===== config.mk =====
export PLATFORM = sky130hd
export DESIGN_NAME = pipe_stage_chain
export DESIGN_NICKNAME = d
export VERILOG_FILES = /design/src/rtl/pipe_stage_chain.sv
export SDC_FILE = /design/constraint.sdc
export NUM_CORES = 1
export LEC_CHECK = 0
export CAP_MARGIN = 5
export CORE_ASPECT_RATIO = 0.9
export CORE_MARGIN = 1
export CORE_UTILIZATION = 35
export CTS_BUF_LIST = sky130_fd_sc_hd__clkbuf_8
export DETAILED_ROUTE_END_ITERATION = 8
export PLACE_DENSITY = 0.69
export SLEW_MARGIN = 20
export SYNTH_ARGS = -nofsm -noshare
export SYNTH_HDL_FRONTEND = slang
export SYNTH_SLANG_ARGS = --single-unit

===== constraint.sdc =====
create_clock -name clk -period 12.7 [get_ports clk]
set_input_delay 3.175 -clock clk [delete_from_list [all_inputs] [get_ports clk]]
set_output_delay 3.175 -clock clk [all_outputs]
set_load 0.05 [all_outputs]

===== src/rtl/pipe_stage_chain.sv =====
// Elastic valid/ready register chain carrying a WIDTH-bit payload through STAGES stages.
// Optional 2-entry skid stages, plus global stall, flush and an occupancy count.
module pipe_stage_chain #(
  parameter int WIDTH  = 32,
  parameter int STAGES = 1,
  parameter int SKID   = 0,
  localparam int CAP   = STAGES * (1 + SKID),
  localparam int OCC_W = $clog2(CAP + 1)
) (
  input  logic             clk,
  input  logic             reset,
  input  logic             i_valid,
  output logic             o_ready,
  input  logic [WIDTH-1:0] i_data,
  output logic             o_valid,
  input  logic             i_ready,
  output logic [WIDTH-1:0] o_data,
  input  logic             i_stall,
  input  logic             i_flush,
  output logic [OCC_W-1:0] o_occupancy
);

  logic [WIDTH-1:0] main_data [STAGES];
  logic [WIDTH-1:0] skid_data [STAGES];
  logic [WIDTH-1:0] dat_in    [STAGES];
  logic [STAGES-1:0] main_valid;
  logic [STAGES-1:0] skid_valid;
  logic [STAGES:0]   rdy_chain;
  logic [STAGES-1:0] in_fire;
  logic [STAGES-1:0] out_fire;
  logic [OCC_W-1:0]  occupancy;
  logic              move;

  assign move = reset & ~i_flush & ~i_stall;

  // rdy_chain[k] is stage k's ready to its upstream; rdy_chain[STAGES] is the downstream ready.
  always_comb begin
    rdy_chain = '0;
    rdy_chain[STAGES] = i_ready;
    for (int k = STAGES - 1; k >= 0; k--) begin
      if (SKID == 0) rdy_chain[k] = ~main_valid[k] | rdy_chain[k + 1];
      else           rdy_chain[k] = ~skid_valid[k];
    end
  end

  always_comb begin
    out_fire = main_valid & rdy_chain[STAGES:1] & {STAGES{move}};
    in_fire = '0;
    in_fire[0] = i_valid & rdy_chain[0] & move;
    dat_in[0] = i_data;
    for (int k = 1; k < STAGES; k++) begin
      in_fire[k] = out_fire[k - 1];
      dat_in[k] = main_data[k - 1];
    end
  end

  always_ff @(posedge clk) begin
    if (!reset) begin
      main_valid <= '0;
      skid_valid <= '0;
      occupancy  <= '0;
      for (int k = 0; k < STAGES; k++) begin
        main_data[k] <= '0;
        skid_data[k] <= '0;
      end
    end else if (i_flush) begin
      main_valid <= '0;
      skid_valid <= '0;
      occupancy  <= '0;
    end else begin
      for (int k = 0; k < STAGES; k++) begin
        if (SKID == 0) begin
          if (in_fire[k]) begin
            main_valid[k] <= 1'b1;
            main_data[k]  <= dat_in[k];
          end else if (out_fire[k]) begin
            main_valid[k] <= 1'b0;
          end
        // A full skid implies a full main entry, so it refills main only as main leaves.
        end else if (skid_valid[k]) begin
          if (out_fire[k]) begin
            main_data[k]  <= skid_data[k];
            skid_valid[k] <= 1'b0;
          end
        end else if (in_fire[k]) begin
          if (~main_valid[k] | out_fire[k]) begin
            main_valid[k] <= 1'b1;
            main_data[k]  <= dat_in[k];
          end else begin
            skid_valid[k] <= 1'b1;
            skid_data[k]  <= dat_in[k];
          end
        end else if (out_fire[k]) begin
          main_valid[k] <= 1'b0;
        end
      end
      if (in_fire[0] & ~out_fire[STAGES-1])      occupancy <= occupancy + OCC_W'(1);
      else if (~in_fire[0] & out_fire[STAGES-1]) occupancy <= occupancy - OCC_W'(1);
    end
  end

  assign o_ready     = rdy_chain[0] & move;
  assign o_valid     = main_valid[STAGES-1] & move;
  assign o_data      = main_data[STAGES-1];
  assign o_occupancy = occupancy;

  a_occ_cap: assert property (@(posedge clk) disable iff (!reset)
    o_occupancy <= OCC_W'(CAP));
  a_valid_occ: assert property (@(posedge clk) disable iff (!reset)
    o_valid |-> (o_occupancy != '0));
  a_full_ready: assert property (@(posedge clk) disable iff (!reset)
    ((o_occupancy == OCC_W'(CAP)) && !i_ready) |-> !o_ready);

endmodule


==> summary.md <==
The count of port buffers added during placement was 72; the combined flip-flop and latch cell area was 1000 um^2. The maximum clock insertion buffer count came out at 2. Once detail routing completed, the nets flagged for antenna violations numbered 0. After filler insertion, the fill cell instance count of the layout stands at 408. The initial antenna violation count was 0; the die area was 4880 um^2. The first global-routing pass estimated 5100 um of wire.

The number of iterations in the first detailed-routing pass came out at 4. For the final routed database, the setup TNS stands at 0 ns. The number of max-slew violations in the final report came out at 0. On the final layout, the worst clock skew is 0.00268 ns. Timing would allow up to 114 MHz. The worst setup path is launched from an input pin. The tools report the capture point of the worst reg-to-reg path as o_occupancy. The worst pin sits at a relative slew slack of 29.0%.

The number of nets produced by synthesis came out at 163. For this run the aggregate overflow at the end of global routing stands at 0. After layout, the worst path uses 69.4% of the clock period. The share of the Yosys chip area taken by registers is 62.2%. In the routed layout, each cell is associated on average with a via count of 4.53.

The startpoint identified for the worst register-to-register timing path is main_valid. After detailed placement, the design holds a cell count of 249. TritonCTS built the clock tree. Leaving out fill and tap cells, the most frequent cell in the layout is sky130_fd_sc_hd__clkdlybuf4s50_1. For this run, the total global-route usage over all layers was measured as 14.2%. The initial cell density of the core is 36.3%, and the pin count of the biggest net entering global routing is 39. Data on the critical path is required at its endpoint by 9.52 ns. STA classifies the critical path endpoint as an output port. 0 antenna diodes ended up in the layout.

The logs give 4430 um^2 for the core area and 34 for the total clock sinks. Together, buffers and inverters on the worst path number 2. The critical path in this run is classified as in2out. The wire-length estimate of the detail-placed layout is 2310 um.

From bottom edge to top edge, the die measures 66.4 um. For the worst-skew pair, the clock arrives at the later sink with an insertion delay of 0.28 ns. In the final routed layout, each cell accounts on average for 13.5 um. In the routed design, unresolved DRC markers number 0.

The tools report the number of failing hold endpoints at the final stage as 0. Counting stages on the worst path, the most repeated cell is sky130_fd_sc_hd__clkdlybuf4s50_1. The post-route netlist has 15.9% of its cells at a drive strength greater than 1. The combined area of the multi-input logic cells was 435 um^2; the synthesis warning total was 0. The critical path goes through clkdlybuf4s50_1 > or3b_2 > nor2_1 > clkdlybuf4s50_1.

The worst path in the final design needs a cycle of 8.81 ns, including I/O delays and setup. The cell family with the largest share of critical-path delay was buffers and inverters. The average instance in the mapped netlist occupies 13.0 um^2.

In this run the most critical hold path is launched from main_valid. For this block, the via count after detailed routing is 1,165. Buffers inserted to repair hold after CTS numbered 0.

Along the worst hold path, the cell count comes to 2. Row generation in the floorplan step produced 23 rows. The number of clock buffers added by TritonCTS is 5. The netlist area before placement is 1610 um^2.

In this run the static leakage power is 0.898 nW. The endpoint of the worst hold-timing path is main_valid. After synthesis, the netlist uses 21 different library cells. The boundary pin count was 73; the horizontal extent of the die was 73.5 um. Once the clock tree was built, the resizer swapped 0 gates to a different size. For the pin with the worst max-slew slack, the measured transition is 1.06 ns. Across the VDD grid, the largest voltage drop is 51.6 uV. The tools report the final setup violation count as 0. For this design the ratio of total power to cell area is 110 nW/um^2.

Summed over all layers, the routed wires come to 3480 um. The tools report the max-cap violation count as 0. The largest driver fanout on the critical path came out at 38.

Number of register bits inferred by synthesis: 34. The H-tree was split into 2 levels. Final weighted congestion in routability-driven placement: 0.674. The number of global-route vias before repair came out at 1,106. The setup slack on the worst flop-to-flop path is 10.59 ns.

The number of non-filler instances in the completed layout came out at 257. Clock-pin slew was measured on the worst setup and hold paths at 0.06 ns. Compared with the post-synthesis result, the final layout area differs by 52.9%.

The number of cells on the worst reg-to-reg path is 5. The run gives 5.63 ns as the arrival time of the worst setup path. The number of nets at the end of the flow is 233. The highest cell delay on the worst timing path came out at 0.85 ns. Clock tree synthesis selected as its root buffer the cell sky130_fd_sc_hd__clkbuf_8.

The flow ran to the end, and the final reports show no timing, DRC or antenna violations. The number of setup buffers added after CTS is 0. The worst hold slack was 0.562 ns. Setup repair after global routing left no endpoint under its margin. The slowest cell on the critical path was sky130_fd_sc_hd__or3b_2.

Leaving out fill and tap cells, the most frequent cells in the layout are 72 x sky130_fd_sc_hd__clkdlybuf4s50_1, 35 x sky130_fd_sc_hd__inv_1, 32 x sky130_fd_sc_hd__edfxtp_1. The detailed router finished its first iteration with 53 violations. Counting every instance in the synthesized netlist gives 124. The min-delay analysis places its worst path in the category reg2reg.
-- cell usage after synthesis --
library cell,number,share of area (%)
sky130_fd_sc_hd__nor2_1,2,0.47
sky130_fd_sc_hd__or3b_1,1,0.54
sky130_fd_sc_hd__buf_2,3,0.93
sky130_fd_sc_hd__nand4b_1,1,0.54
sky130_fd_sc_hd__buf_4,1,0.47
sky130_fd_sc_hd__nor4_2,20,16
sky130_fd_sc_hd__nor3b_1,1,0.47
sky130_fd_sc_hd__buf_6,2,1.4
sky130_fd_sc_hd__xnor2_1,1,0.54
sky130_fd_sc_hd__nor4_1,12,4.7
sky130_fd_sc_hd__o41ai_1,1,0.54
sky130_fd_sc_hd__clkbuf_1,3,0.70
sky130_fd_sc_hd__edfxtp_1,32,60
sky130_fd_sc_hd__nor2b_1,1,0.39
sky130_fd_sc_hd__ha_1,1,0.78
sky130_fd_sc_hd__buf_1,2,0.47
sky130_fd_sc_hd__or3_1,2,0.78
sky130_fd_sc_hd__clkinv_1,1,0.23
sky130_fd_sc_hd__inv_1,34,7.9
sky130_fd_sc_hd__o31ai_1,1,0.47
sky130_fd_sc_hd__dfxtp_1,2,2.5
-- metal layers --
layer  routed length, um  global-route usage (%)
met1                1400                    15.9
met4                  63                    7.93
met2                1770                    25.0
met3                 244                    3.05
met5                   0                       0
-- cell families after synthesis --
kind of cell,count (synthesis),synth area share [%]
AOI/OAI and AO/OA,2,1.01
xor gates and xnor gates,1,0.544
adders and majority gates,1,0.777
buffers and inverters,46,12.1
DFF,34,62.2
and+or+nand+nor,40,23.4
-- flip-flops by register name, summed over array words and instances (netlist names) --
name         count
main_valid       1
main_data       32
o_occupancy      1
-- area by class of cell --
type / count / share of cell area [%]
Multi-Input combinational cell: 44 / 17.7
Tap cell: 62 / 3.15
Sequential cell: 34 / 40.7
Inverter: 35 / 5.34
Clock inverter: 3 / 0.508
Clock buffer: 5 / 2.79
Timing Repair Buffer: 74 / 29.9
-- power breakdown --
group / total (mW) / internal, mW / switching [mW]
Combinational: 0.0648 / 0.0247 / 0.0401
Sequential: 0.132 / 0.130 / 0.00206
Clock: 0.0737 / 0.0368 / 0.0368
-- worst max-delay path by stage --
stage                  from  endpoint  cells past startpoint
finish                reset   o_valid                      4
global placement      reset   o_ready                      4
detailed placement    reset   o_valid                      4
CTS                   reset   o_valid                      4
global route          reset   o_valid                      4
floorplan           i_flush   o_ready                      3
-- worst min-delay path: stages, from the launching register on --
cell	delay (ns)
sky130_fd_sc_hd__dfxtp_1	0.33
sky130_fd_sc_hd__nand4b_1	0.10
sky130_fd_sc_hd__o41ai_1	0.07
-- through the flow --
stage                     setup slack [ns]  area (um^2)  total power, mW  util (%)
after floorplan                       5.11         1610            0.172         -
after global placement                3.93         2380            0.199      53.7
after detailed placement              3.89         2380            0.200      53.7
after CTS                             3.89         2460            0.274      55.6
after global routing                  3.81         2460            0.280      55.6
final                                 3.89         2460            0.271      55.6
(Power assumes the default switching activity.)
